[src/rtl/multicycle_alu_sequencer.sv]
// Multi-cycle main control FSM for the RV32I core: sequences fetch/decode/execute/memory/writeback
// over a shared ALU and single memory port, with wait-state timeout and illegal-opcode traps.
module multicycle_alu_sequencer #(
    parameter int MAX_WAIT = 15,
    parameter int CNT_W    = 32
) (
    input  logic             clk,
    input  logic             rst_n,
    input  logic             run,
    input  logic [6:0]       opcode,
    input  logic [2:0]       funct3,
    input  logic             mem_ready,
    input  logic             alu_flag,
    input  logic             clear_trap,
    output logic [3:0]       state,
    output logic [1:0]       alu_op,
    output logic             funct7_en,
    output logic [1:0]       alu_src_a,
    output logic [1:0]       alu_src_b,
    output logic             mem_req,
    output logic             mem_we,
    output logic             ir_write,
    output logic             pc_write,
    output logic             pc_src,
    output logic             reg_write,
    output logic             wb_sel,
    output logic             trap,
    output logic [1:0]       trap_cause,
    output logic [CNT_W-1:0] instret
);

    localparam logic [3:0] S_IDLE     = 4'd0;
    localparam logic [3:0] S_FETCH    = 4'd1;
    localparam logic [3:0] S_DECODE   = 4'd2;
    localparam logic [3:0] S_EXEC_R   = 4'd3;
    localparam logic [3:0] S_EXEC_I   = 4'd4;
    localparam logic [3:0] S_MEM_ADDR = 4'd5;
    localparam logic [3:0] S_MEM_RD   = 4'd6;
    localparam logic [3:0] S_MEM_WB   = 4'd7;
    localparam logic [3:0] S_MEM_WR   = 4'd8;
    localparam logic [3:0] S_ALU_WB   = 4'd9;
    localparam logic [3:0] S_BRANCH   = 4'd10;
    localparam logic [3:0] S_UPPER    = 4'd11;
    localparam logic [3:0] S_TRAP     = 4'd12;

    localparam logic [6:0] OP_R      = 7'b0110011;
    localparam logic [6:0] OP_I      = 7'b0010011;
    localparam logic [6:0] OP_LOAD   = 7'b0000011;
    localparam logic [6:0] OP_STORE  = 7'b0100011;
    localparam logic [6:0] OP_BRANCH = 7'b1100011;
    localparam logic [6:0] OP_LUI    = 7'b0110111;
    localparam logic [6:0] OP_AUIPC  = 7'b0010111;

    localparam logic [1:0] SRC_A_PC    = 2'b00;
    localparam logic [1:0] SRC_A_OLDPC = 2'b01;
    localparam logic [1:0] SRC_A_RS1   = 2'b10;
    localparam logic [1:0] SRC_A_ZERO  = 2'b11;
    localparam logic [1:0] SRC_B_RS2   = 2'b00;
    localparam logic [1:0] SRC_B_IMM   = 2'b01;
    localparam logic [1:0] SRC_B_4     = 2'b10;

    localparam logic [1:0] CAUSE_NONE    = 2'b00;
    localparam logic [1:0] CAUSE_ILLEGAL = 2'b01;
    localparam logic [1:0] CAUSE_TIMEOUT = 2'b10;

    // The counter only has to reach MAX_WAIT-1, where the timeout fires.
    localparam int              WAIT_W     = (MAX_WAIT > 2) ? $clog2(MAX_WAIT) : 1;
    localparam logic [WAIT_W-1:0] WAIT_LAST = WAIT_W'((MAX_WAIT > 0) ? (MAX_WAIT - 1) : 0);
    localparam logic            TIMEOUT_EN = (MAX_WAIT > 0);

    logic [3:0]        state_q,   state_d;
    logic [1:0]        cause_q,   cause_d;
    logic [CNT_W-1:0]  instret_q, instret_d;
    logic [WAIT_W-1:0] wait_q,    wait_d;
    logic              retire_s;
    logic              timeout_s;

    assign state      = state_q;
    assign trap_cause = cause_q;
    assign instret    = instret_q;

    // Datapath control strobes decoded from the current state.
    always_comb begin
        alu_op    = 2'b00;
        funct7_en = 1'b0;
        alu_src_a = SRC_A_PC;
        alu_src_b = SRC_B_RS2;
        mem_req   = 1'b0;
        mem_we    = 1'b0;
        ir_write  = 1'b0;
        pc_write  = 1'b0;
        pc_src    = 1'b0;
        reg_write = 1'b0;
        wb_sel    = 1'b0;
        trap      = 1'b0;
        case (state_q)
            S_FETCH: begin
                mem_req   = 1'b1;
                alu_src_a = SRC_A_PC;
                alu_src_b = SRC_B_4;
                if (mem_ready) begin
                    ir_write = 1'b1;
                    pc_write = 1'b1;
                end else begin
                    ir_write = 1'b0;
                    pc_write = 1'b0;
                end
            end
            S_DECODE: begin
                alu_src_a = SRC_A_OLDPC;
                alu_src_b = SRC_B_IMM;
            end
            S_EXEC_R: begin
                alu_op    = 2'b01;
                funct7_en = 1'b1;
                alu_src_a = SRC_A_RS1;
                alu_src_b = SRC_B_RS2;
            end
            S_EXEC_I: begin
                alu_op    = 2'b01;
                funct7_en = (funct3 == 3'b101);
                alu_src_a = SRC_A_RS1;
                alu_src_b = SRC_B_IMM;
            end
            S_MEM_ADDR: begin
                alu_src_a = SRC_A_RS1;
                alu_src_b = SRC_B_IMM;
            end
            S_MEM_RD: mem_req = 1'b1;
            S_MEM_WB: begin
                reg_write = 1'b1;
                wb_sel    = 1'b1;
            end
            S_MEM_WR: begin
                mem_req = 1'b1;
                mem_we  = 1'b1;
            end
            S_ALU_WB: reg_write = 1'b1;
            S_BRANCH: begin
                alu_op    = 2'b10;
                alu_src_a = SRC_A_RS1;
                alu_src_b = SRC_B_RS2;
                if (alu_flag) begin
                    pc_write = 1'b1;
                    pc_src   = 1'b1;
                end else begin
                    pc_write = 1'b0;
                    pc_src   = 1'b0;
                end
            end
            S_UPPER: begin
                alu_op    = 2'b11;
                alu_src_b = SRC_B_IMM;
                alu_src_a = (opcode == OP_LUI) ? SRC_A_ZERO : SRC_A_OLDPC;
            end
            S_TRAP: trap = 1'b1;
            default: trap = 1'b0;
        endcase
    end

    // Next state, trap cause, retire counting and memory wait tracking.
    always_comb begin
        state_d   = state_q;
        cause_d   = cause_q;
        instret_d = instret_q;
        retire_s  = 1'b0;
        timeout_s = TIMEOUT_EN && (wait_q == WAIT_LAST) && !mem_ready;
        case (state_q)
            S_IDLE: state_d = run ? S_FETCH : S_IDLE;
            S_FETCH: begin
                if (mem_ready) begin
                    state_d = S_DECODE;
                end else if (timeout_s) begin
                    state_d = S_TRAP;
                    cause_d = CAUSE_TIMEOUT;
                end else begin
                    state_d = S_FETCH;
                end
            end
            S_DECODE: begin
                case (opcode)
                    OP_R:               state_d = S_EXEC_R;
                    OP_I:               state_d = S_EXEC_I;
                    OP_LOAD, OP_STORE:  state_d = S_MEM_ADDR;
                    OP_BRANCH:          state_d = S_BRANCH;
                    OP_LUI, OP_AUIPC:   state_d = S_UPPER;
                    default: begin
                        state_d = S_TRAP;
                        cause_d = CAUSE_ILLEGAL;
                    end
                endcase
            end
            S_EXEC_R, S_EXEC_I, S_UPPER: state_d = S_ALU_WB;
            S_MEM_ADDR: state_d = (opcode == OP_LOAD) ? S_MEM_RD : S_MEM_WR;
            S_MEM_RD: begin
                if (mem_ready) begin
                    state_d = S_MEM_WB;
                end else if (timeout_s) begin
                    state_d = S_TRAP;
                    cause_d = CAUSE_TIMEOUT;
                end else begin
                    state_d = S_MEM_RD;
                end
            end
            S_MEM_WR: begin
                if (mem_ready) begin
                    retire_s = 1'b1;
                end else if (timeout_s) begin
                    state_d = S_TRAP;
                    cause_d = CAUSE_TIMEOUT;
                end else begin
                    state_d = S_MEM_WR;
                end
            end
            S_MEM_WB, S_ALU_WB, S_BRANCH: retire_s = 1'b1;
            S_TRAP: begin
                if (clear_trap) begin
                    state_d = S_IDLE;
                    cause_d = CAUSE_NONE;
                end else begin
                    state_d = S_TRAP;
                end
            end
            default: state_d = S_IDLE;
        endcase

        if (retire_s) begin
            instret_d = instret_q + CNT_W'(1);
            state_d   = run ? S_FETCH : S_IDLE;
        end else begin
            instret_d = instret_q;
        end

        // Any cycle without an outstanding wait restarts the count at zero.
        if (mem_req && !mem_ready) begin
            wait_d = wait_q + WAIT_W'(1);
        end else begin
            wait_d = '0;
        end
    end

    // Sequencer state registers.
    always_ff @(posedge clk or negedge rst_n) begin
        if (!rst_n) begin
            state_q   <= S_IDLE;
            cause_q   <= CAUSE_NONE;
            instret_q <= '0;
            wait_q    <= '0;
        end else begin
            state_q   <= state_d;
            cause_q   <= cause_d;
            instret_q <= instret_d;
            wait_q    <= wait_d;
        end
    end

endmodule

[config.mk]
export PLATFORM = sky130hd
export DESIGN_NAME = multicycle_alu_sequencer
export DESIGN_NICKNAME = d
export VERILOG_FILES = /design/src/rtl/multicycle_alu_sequencer.sv
export SDC_FILE = /design/constraint.sdc
export NUM_CORES = 1
export LEC_CHECK = 0
export CORE_MARGIN = 10
export CORE_UTILIZATION = 54
export CTS_CLUSTER_DIAMETER = 40
export CTS_CLUSTER_SIZE = 12
export DETAILED_ROUTE_END_ITERATION = 8
export MAX_ROUTING_LAYER = met4
export PLACE_DENSITY = 0.86
export SETUP_SLACK_MARGIN = 0.05
export SLEW_MARGIN = 10
export SYNTH_ARGS = -nofsm -noshare
export SYNTH_HDL_FRONTEND = slang
export SYNTH_SLANG_ARGS = --single-unit
[constraint.sdc]
create_clock -name clk -period 5 [get_ports clk]
set_clock_uncertainty 0.05 [all_clocks]
set_input_delay 0.5 -clock clk [delete_from_list [all_inputs] [get_ports clk]]
set_output_delay 0.5 -clock clk [all_outputs]
set_load 0.005 [all_outputs]
# Yosys cells after proc, flatten, opt, wreduce, memory -nomap -nowiden
# Cells that the tools add are included.
[word_totals] ff_bits=42 latch_bits=0 ram_bits=0 rom_bits=0 memories=0
[op_classes] add_sub_neg=2 mul=0 div_mod_pow=0 magnitude_cmp=0 n_eq_ne=27 shift=0 n_mux=34 bitwise=0 n_reduce_logical=17
[op_table] cell="2-to-1 mux 4 bit" count=9
[op_table] cell="one-hot mux 4 bit (9 select lines)" count=1
[op_table] cell="adder 32 x 1 -> 32 bit (second input constant)" count=1
[op_table] cell="equality test 4 bit (second input constant)" count=6
[op_table] cell="equality test 7 x 6 -> 1 bit (second input constant)" count=3
[op_table] cell="one-hot mux 4 bit (5 select lines)" count=1
[op_table] cell="one-hot mux 2 bit (3 select lines)" count=3
[op_table] cell="equality test 4 x 3 -> 1 bit (second input constant)" count=4
[op_table] cell="equality test 7 x 5 -> 1 bit (second input constant)" count=2
[op_table] cell="2-to-1 mux 1 bit" count=10
[op_table] cell="2-to-1 mux 2 bit" count=5
[op_table] cell="OR reduction 3 bit" count=3
[op_table] cell="equality test 4 x 2 -> 1 bit (second input constant)" count=2
[op_table] cell="!= test 2 bit (second input constant)" count=4
[op_table] cell="OR reduction 2 bit" count=4
[op_table] cell="OR reduction 4 bit" count=2
[op_table] cell="equality test 7 x 2 -> 1 bit (second input constant)" count=1
[op_table] cell="equality test 7 bit (second input constant)" count=1
[op_table] cell="OR reduction 7 bit" count=1
[op_table] cell="one-hot mux 1 bit (2 select lines)" count=3
[op_table] cell="AND reduction 5 bit" count=1
[op_table] cell="adder 4 x 1 -> 4 bit (second input constant)" count=1
[op_table] cell="equality test 4 x 1 -> 1 bit (second input constant)" count=1
[op_table] cell="zero test 4 bit" count=1
[op_table] cell="other kinds (9)" count=10

# Depth between registers and ports, before layout
# Gate-level depths: netlist of the first run.
[logic_depth] ltp_word=6 ltp_mapped=7 depth_no_buf=6

# Least setup slack after synthesis of the first run
# OpenSTA, ideal clock, no wires.
[synth_path] path_type="register to register" startpoint="register instret_q[0] (netlist: instret[0])" endpoint="register instret_q[20] (netlist: instret[20])" t_arrival_ps=1858 setup_slack_ps=3013 path_stages_with_launch=8 n_path_buf=2 path_cell_list="dfrtp_1 ha_1 clkbuf_2 nand3_1 or4_1 buf_6 a2111oi_2 xor2_1"
[synth_via] elab_chain_len=1
[synth_lines] element="start, declared" line="73" text="logic [CNT_W-1:0] instret_q, instret_d;"
[synth_lines] element="start signal, assigned" line="252" text="instret_q <= instret_d;"
[synth_lines] element="adder 32 x 1 -> 32 bit" line="228" text="instret_d = instret_q + CNT_W'(1);"
# Every way passes these cells.
# A chain may end at the register's enable or synchronous reset.

# Worst setup path after layout of the first run
[layout_path] startpoint="register state_q[3] (netlist: state[3])" endpoint="output reg_write"
[layout_via] elab_chain_len=3
[layout_lines] element="start, declared" line="71" text="logic [3:0] state_q, state_d;"
[layout_lines] element="start signal, assigned" line="250" text="state_q <= state_d;"
[layout_lines] element="equality test 4 x 3 -> 1 bit or equality test 4 bit (tied branches)" line="96" text="case (state_q)"
[layout_lines] element="OR reduction 2 bit (no source line) *"
[layout_lines] element="2-to-1 mux 1 bit *" line="96"
[layout_lines] element="end, declared" line="25" text="output logic reg_write,"
# Mark *: on every way between the ends. The rest lies on a longest branch, timed or not.

==> metrics.txt, run 1 <==
Reg2Reg Depth=5; latest clock arrival within the worst-skew pair=approximately 0.29 ns; worst setup margin=1.655 ns; IR drop worst, VDD=0.2479 mV; number of global-route vias before repair=2,446; Max transition margin=38.44%; ANT cells=0; DR vias/cell=5.932; worst hold path class=in2async; ys async rst share=100.0%; crit end category=output pin; Initial Util=56.42%; fin. max-slew vios=0; clk sinks=42; Reg clk slew, reported paths=0.08 ns; Final ANT Viol Nets=0; fin util=69.86%; setup TNS=0 ns; routability cong.=0.9338; syn_area_per_cell=~10 um2; Die ar.=around 8800 um2; initial antenna violation count=0; final worst-path cycle share=66.89%; Pleak=between 0.001 and 0.0015 uW; Max-cap violations=0; critical path arrival=2.79 ns; combinational power share=45.9%; TritonCTS buffer count=5; I/O Pins=69; layout cell share with drive strength beyond 1=10.56%; FP Rows=26; Sw Share=40.39%; EDFF count, synth=0; setup slack, reg-to-reg=roughly 2.2 ns; Seq pwr share=37.9%; pwr dens=roughly 360 nW/um2; # hold bufs at CTS=0; Final Hold Viols=0; Seq/Total Area, Yosys=a little over a third; net switching power=530.0 uW; Fillers=410; Worst-Margin Slew=between 0.9 and 1 ns; Detailed Routing Iterations Pass 1=4; core area=5205 um2; Synth Net Count=306; drt drc=0; grt ovf=0; largest net degree at the start of global routing=43; distinct cell type count after synthesis=62; Syn. warnings=0; root buf cell=clkbuf_8; Synth Flop Type=dfrtp_1; Max Root-Sink Buffers=2; Area Overhead vs Synth=23.82%; Startpoint Class=flop; Routed wire per std cell=17.64 um; GRT Total Usage=between 10% and 20%; htree depth=2; Die W=93.75 um; Mapped Cells=approximately 290; share of power burned in the clock network=16.2%; Die Y=around 94 um; synthesized area=2937 um2; HPWL Detailed=5.494 mm; Int Pwr=782.2 uW; worst endpoint required time=4.45 ns; synthesized flop and latch total=42; Vias=2,438; Starting DRT DRC Count=185; Routed WL=7.250 mm; top achievable clock speed=299.0 MHz; setup violators final=0; critical path class=reg2out; layout net count=359; min Tclk post-route=3.345 ns; CP Max Fanout=21; Post-CTS Setup Inserts=0; buffers added on ports=a little under 70; cts repair resizes=0; TritonCTS clock tree=yes; global-route wire length before repair=around 12 mm; RSZ-0062 raised after global routing=false; Reg2Reg Launch Point=state[3]; RR Endpoint=instret[1]; status=finished, final reports clean; pre-CTS setup slack=1.909 ns
-- through the flow --
step | instances | instance area (um2) | power (uW) | hold WS, ns
2_1_floorplan | 287 | 2937 | 871.8 | 0.1544
3_3_place_gp | 403 | 3550 | 1082 | 0.4061
3_5_place_dp | 403 | 3550 | 1106 | 0.4108
4_1_cts | 411 | 3636 | 1322 | 0.3278
5_1_grt | 411 | 3636 | 1407 | 0.3721
6_report | 411 | 3636 | 1312 | 0.2968
-- power groups by stage --
stage                     Sequential, uW  Combinational [uW]  Clock, uW
after floorplan                      432                 440          0
after global placement               498                 584          0
after detailed placement             502                 604          0
after CTS                            495                 608        219
after global routing                 512                 661        234
final                                497                 603        213
-- flip-flops by register name (all words and copies together) (netlist names) --
signal	flops
instret	32
state	4
trap_cause	2
wait_q	4
-- kinds of logic after synthesis --
kind of cell | Yosys count | share of synthesized area (%)
AND/OR/NAND/NOR | 103 | 21.52
XOR/XNOR | 34 | 10.14
multiplexers | 1 | 0.3834
flip-flops | 42 | 35.79
buffers and inverters | 35 | 6.988
adder cells (fa/ha/maj) | 3 | 1.278
AO/OA/AOI/OAI | 69 | 23.90
-- per-layer routing --
metal	up-vias	track usage [%]	share of wire [%]
li1	1181	-	-
met1	1169	20.59	41
met2	84	28.23	52
met3	4	4.317	6.7
met4	0	3.291	0.26
met5	-	-	0
-- cell type report --
cell class | instances | area, um2 | area share (%)
Clock buffer | 6 | 72.57 | 1.996
Clock inverter | 2 | 13.76 | 0.3785
Inverter | 12 | 47.55 | 1.308
Multi-Input combinational cell | 210 | 1680 | 46.21
Sequential cell | 42 | 1051 | 28.91
Tap cell | 70 | 87.58 | 2.409
Timing Repair Buffer | 69 | 683.2 | 18.79
-- worst max path at each step --
stage / startpoint / to / slack (ns) / cells after the start
6_report: state[3] / reg_write / 1.66 / 4
5_1_grt: state[3] / reg_write / 1.49 / 4
4_1_cts: state[3] / reg_write / 1.66 / 4
3_5_place_dp: opcode[6] / alu_src_a[1] / 1.91 / 6
3_3_place_gp: opcode[6] / alu_src_a[1] / 2.03 / 6
2_1_floorplan: instret[0] / instret[20] / 3.01 / 7
-- synthesized netlist by cell type (5+ instances only) --
cell | n | share of area, %
a2111oi_4 | 9 | 8.4
a21oi_1 | 12 | 2.0
and3_1 | 5 | 1.1
buf_4 | 5 | 1.3
buf_6 | 5 | 1.9
clkbuf_1 | 8 | 1.0
dfrtp_1 | 42 | 36
inv_1 | 11 | 1.4
nand2_1 | 16 | 2.0
nand2b_1 | 6 | 1.3
nand3_1 | 8 | 1.4
nand4_1 | 10 | 2.1
nor2_1 | 14 | 1.8
nor3_1 | 9 | 1.5
o2111ai_1 | 8 | 2.4
o211ai_1 | 8 | 2.0
o21ai_0 | 9 | 1.5
xnor2_1 | 17 | 5.1
xor2_1 | 17 | 5.1
-- critical path, cell delays in order (launching register included) --
cell             delay, ns
dfrtp_1               0.77
and3b_4               0.31
o21ai_4               0.73
inv_4                 0.18
clkdlybuf4s50_1       0.51
-- layout by cell type (no fill, tap or decap), types with 2 or more instances in the layout --
cell / n
a2111oi_4: 9
o211ai_1: 8
o21ai_0: 9
nand2_1: 16
inv_1: 11
nor2b_1: 2
a2111oi_2: 3
nor4bb_1: 2
dfrtp_1: 42
and3_1: 5
xnor2_1: 17
nor3_1: 9
nor3b_1: 2
and3_2: 2
or2_2: 2
ha_1: 3
nand3_1: 8
and4_1: 4
o2111ai_1: 8
or4_1: 2
o31a_1: 2
nor2_1: 14
o22ai_1: 2
a211oi_1: 4
nand3b_1: 4
xor2_1: 17
clkbuf_8: 5
a21oi_1: 12
nand2b_1: 6
nand4_1: 10
and2_1: 3
clkdlybuf4s50_1: 67
Note: power is estimated with default switching activity, not from simulation.
==> inputs of run 2 (changes only) <==
Settings changed: CORE_UTILIZATION 54 to 51, PLACE_DENSITY 0.86 to 0.81.
Clock period 5 ns to 3.1 ns, I/O delays scaled along.
==> run 2 against run 1 <==
Total power is 64% higher. Register-to-register slack lost 1.4 ns. Critical path depth increased by 1. Sequential power rose by 50%. Final cell count is 1.7% higher. Critical endpoint is now mem_req. Via count is 2.0% higher. Die area is 4.6% higher.
==> metrics.txt, run 2 (synthesized netlist as in run 1, its figures left out) <==
crit end category=output pin; Max-cap violations=0 (unchanged); cell mode on critical path=inv_1; root buf cell=clkbuf_8; layout net count=365 (+1.7%); stages on the worst setup path=5 (+1); final cell count without fillers=418 (+1.7%); Hold WS=0.1031 ns (-0.1937 ns); layout cell share with drive strength beyond 1=12.14% (+1.6 points); Routed wire per std cell=17.72 um (+0.48%); Final Hold Viols=0 (unchanged); Post-CTS Setup Inserts=0 (unchanged); initial antenna violation count=0 (unchanged); ANT cells=0 (unchanged); core area=5540 um2 (+6.4%); status=finished, final reports clean; # hold bufs at CTS=0 (unchanged); Pwr Total=2157 uW (+64%); critical path arrival=2.37 ns (-0.42 ns); critical path's slowest cell=dfrtp_1; Buf/Inv on CP=3 (+1); pwr dens=586.9 nW/um2 (+63%); TritonCTS buffer count=5 (unchanged); Die W=95.88 um (+2.3%); GRT Total Usage=16.51% (-0.55 points); Area Overhead vs Synth=25.18%; Fillers=442 (+7.8%); clk sinks=42 (unchanged); number of global-route vias before repair=2,461 (+0.61%); Pleak=0.001248 uW (+2.4%); worst hold path class=in2async; Worst path max stage delay=0.68 ns (-0.09 ns); drt drc=0 (unchanged); TritonCTS clock tree=yes; fin. max-slew vios=0 (unchanged); Routed WL=7.409 mm (+2.2%); I/O Pins=69 (unchanged); Max Root-Sink Buffers=2 (unchanged); Starting DRT DRC Count=106 (-43%); HPWL Detailed=5.463 mm (-0.58%); Startpoint Class=flop; routability cong.=0.9364 (+0.28%); critical path class=reg2out; Reg clk slew, reported paths=0.08 ns (about the same); Placed Instances=411 (+2.0%); most frequent cells in the layout=67 x clkdlybuf4s50_1, 42 x dfrtp_1, 17 x xor2_1, 17 x xnor2_1, 16 x nand2_1; setup violators final=0 (unchanged); CP Max Fanout=16 (-24%); Die ar.=9193 um2 (+4.6%); Reg2Reg Launch Point=instret[0]; Reg2Reg Depth=5 (unchanged); htree depth=2 (unchanged); IR drop worst, VDD=0.5795 mV (+130%); worst endpoint required time=2.74 ns (-1.71 ns); grt ovf=0 (unchanged); Max transition margin=36.54% (-1.9 points); buffers added on ports=68 (unchanged); Worst-Margin Slew=0.9518 ns (+0.03187 ns); setup TNS=0 ns (unchanged); DR vias/cell=5.950 (+0.30%); Detailed Routing Iterations Pass 1=4 (unchanged); Vias=2,487 (+2.0%); max FFs per register=32 (unchanged); FP Rows=27 (+3.8%); largest net degree at the start of global routing=43 (unchanged); most common cell after layout, fill and taps aside=clkdlybuf4s50_1; Die Y=95.88 um (+2.3%); RSZ-0062 raised after global routing=false; Final ANT Viol Nets=0 (unchanged); final worst-path cycle share=88.17%; Initial Util=53.00% (-3.4 points); setup slack, reg-to-reg=0.81 ns (-1.43 ns); RR Endpoint=instret[24]; sequence of cells on the critical path=or4b_1, inv_1, nor3_2, inv_1, clkdlybuf4s50_1; latest clock arrival within the worst-skew pair=0.30 ns (about the same); delay-heaviest family, CP=buffers and inverters; global-route wire length before repair=11.99 mm (-1.6%); top achievable clock speed=365.9 MHz; cts repair resizes=0 (unchanged); min Tclk post-route=2.733 ns
-- run 2: cell types whose count changed in the layout (fill, tap and decap cells not counted) --
cell      change
buf_4         +6
clkbuf_1      -1
clkinv_2      +1
clkinv_4      -1
-- run 2: how the worst max path moves through the flow --
stage / end / startpoint / slack (ns)
after floorplan: instret[20] / instret[0] / 1.11
after global placement: alu_src_a[1] / opcode[6] / 0.49
after detailed placement: alu_src_a[1] / opcode[6] / 0.46
after CTS: mem_req / state[0] / 0.35
after global routing: mem_req / state[0] / 0.24
final: mem_req / state[0] / 0.37
-- run 2: routing by layer --
metal | up-vias | share of wire, % | global-route usage, %
met5 | - | 0 | -
met4 | 0 | 1.1 | 4.914
met3 | 9 | 6.5 | 3.580
met2 | 74 | 48 | 26.02
met1 | 1214 | 44 | 20.81
li1 | 1190 | - | -
-- run 2: report_power, final --
group,internal [uW],switching (uW)
Clock,151,190
Combinational,521,551
Sequential,616,128
Total,1290,869
-- run 2: cell type report --
type                            instances  area (um2)  area share, %
Timing Repair Buffer                   75       728.2          19.81
Tap cell                               72       90.09          2.451
Clock inverter                          2       10.01         0.2723
Multi-Input combinational cell        210        1680          45.71
Clock buffer                            5       68.82          1.872
Inverter                               12       47.55          1.293
Sequential cell                        42        1051          28.59
-- run 2: metrics by stage --
stage	utilization [%]	setup slack, ns	cell area [um2]
after global placement	64.93	0.4858	3597
after global routing	66.35	0.2384	3676
final	66.35	0.3667	3676
after detailed placement	64.93	0.4569	3597
after floorplan	-	1.113	2937
after CTS	66.35	0.3535	3676
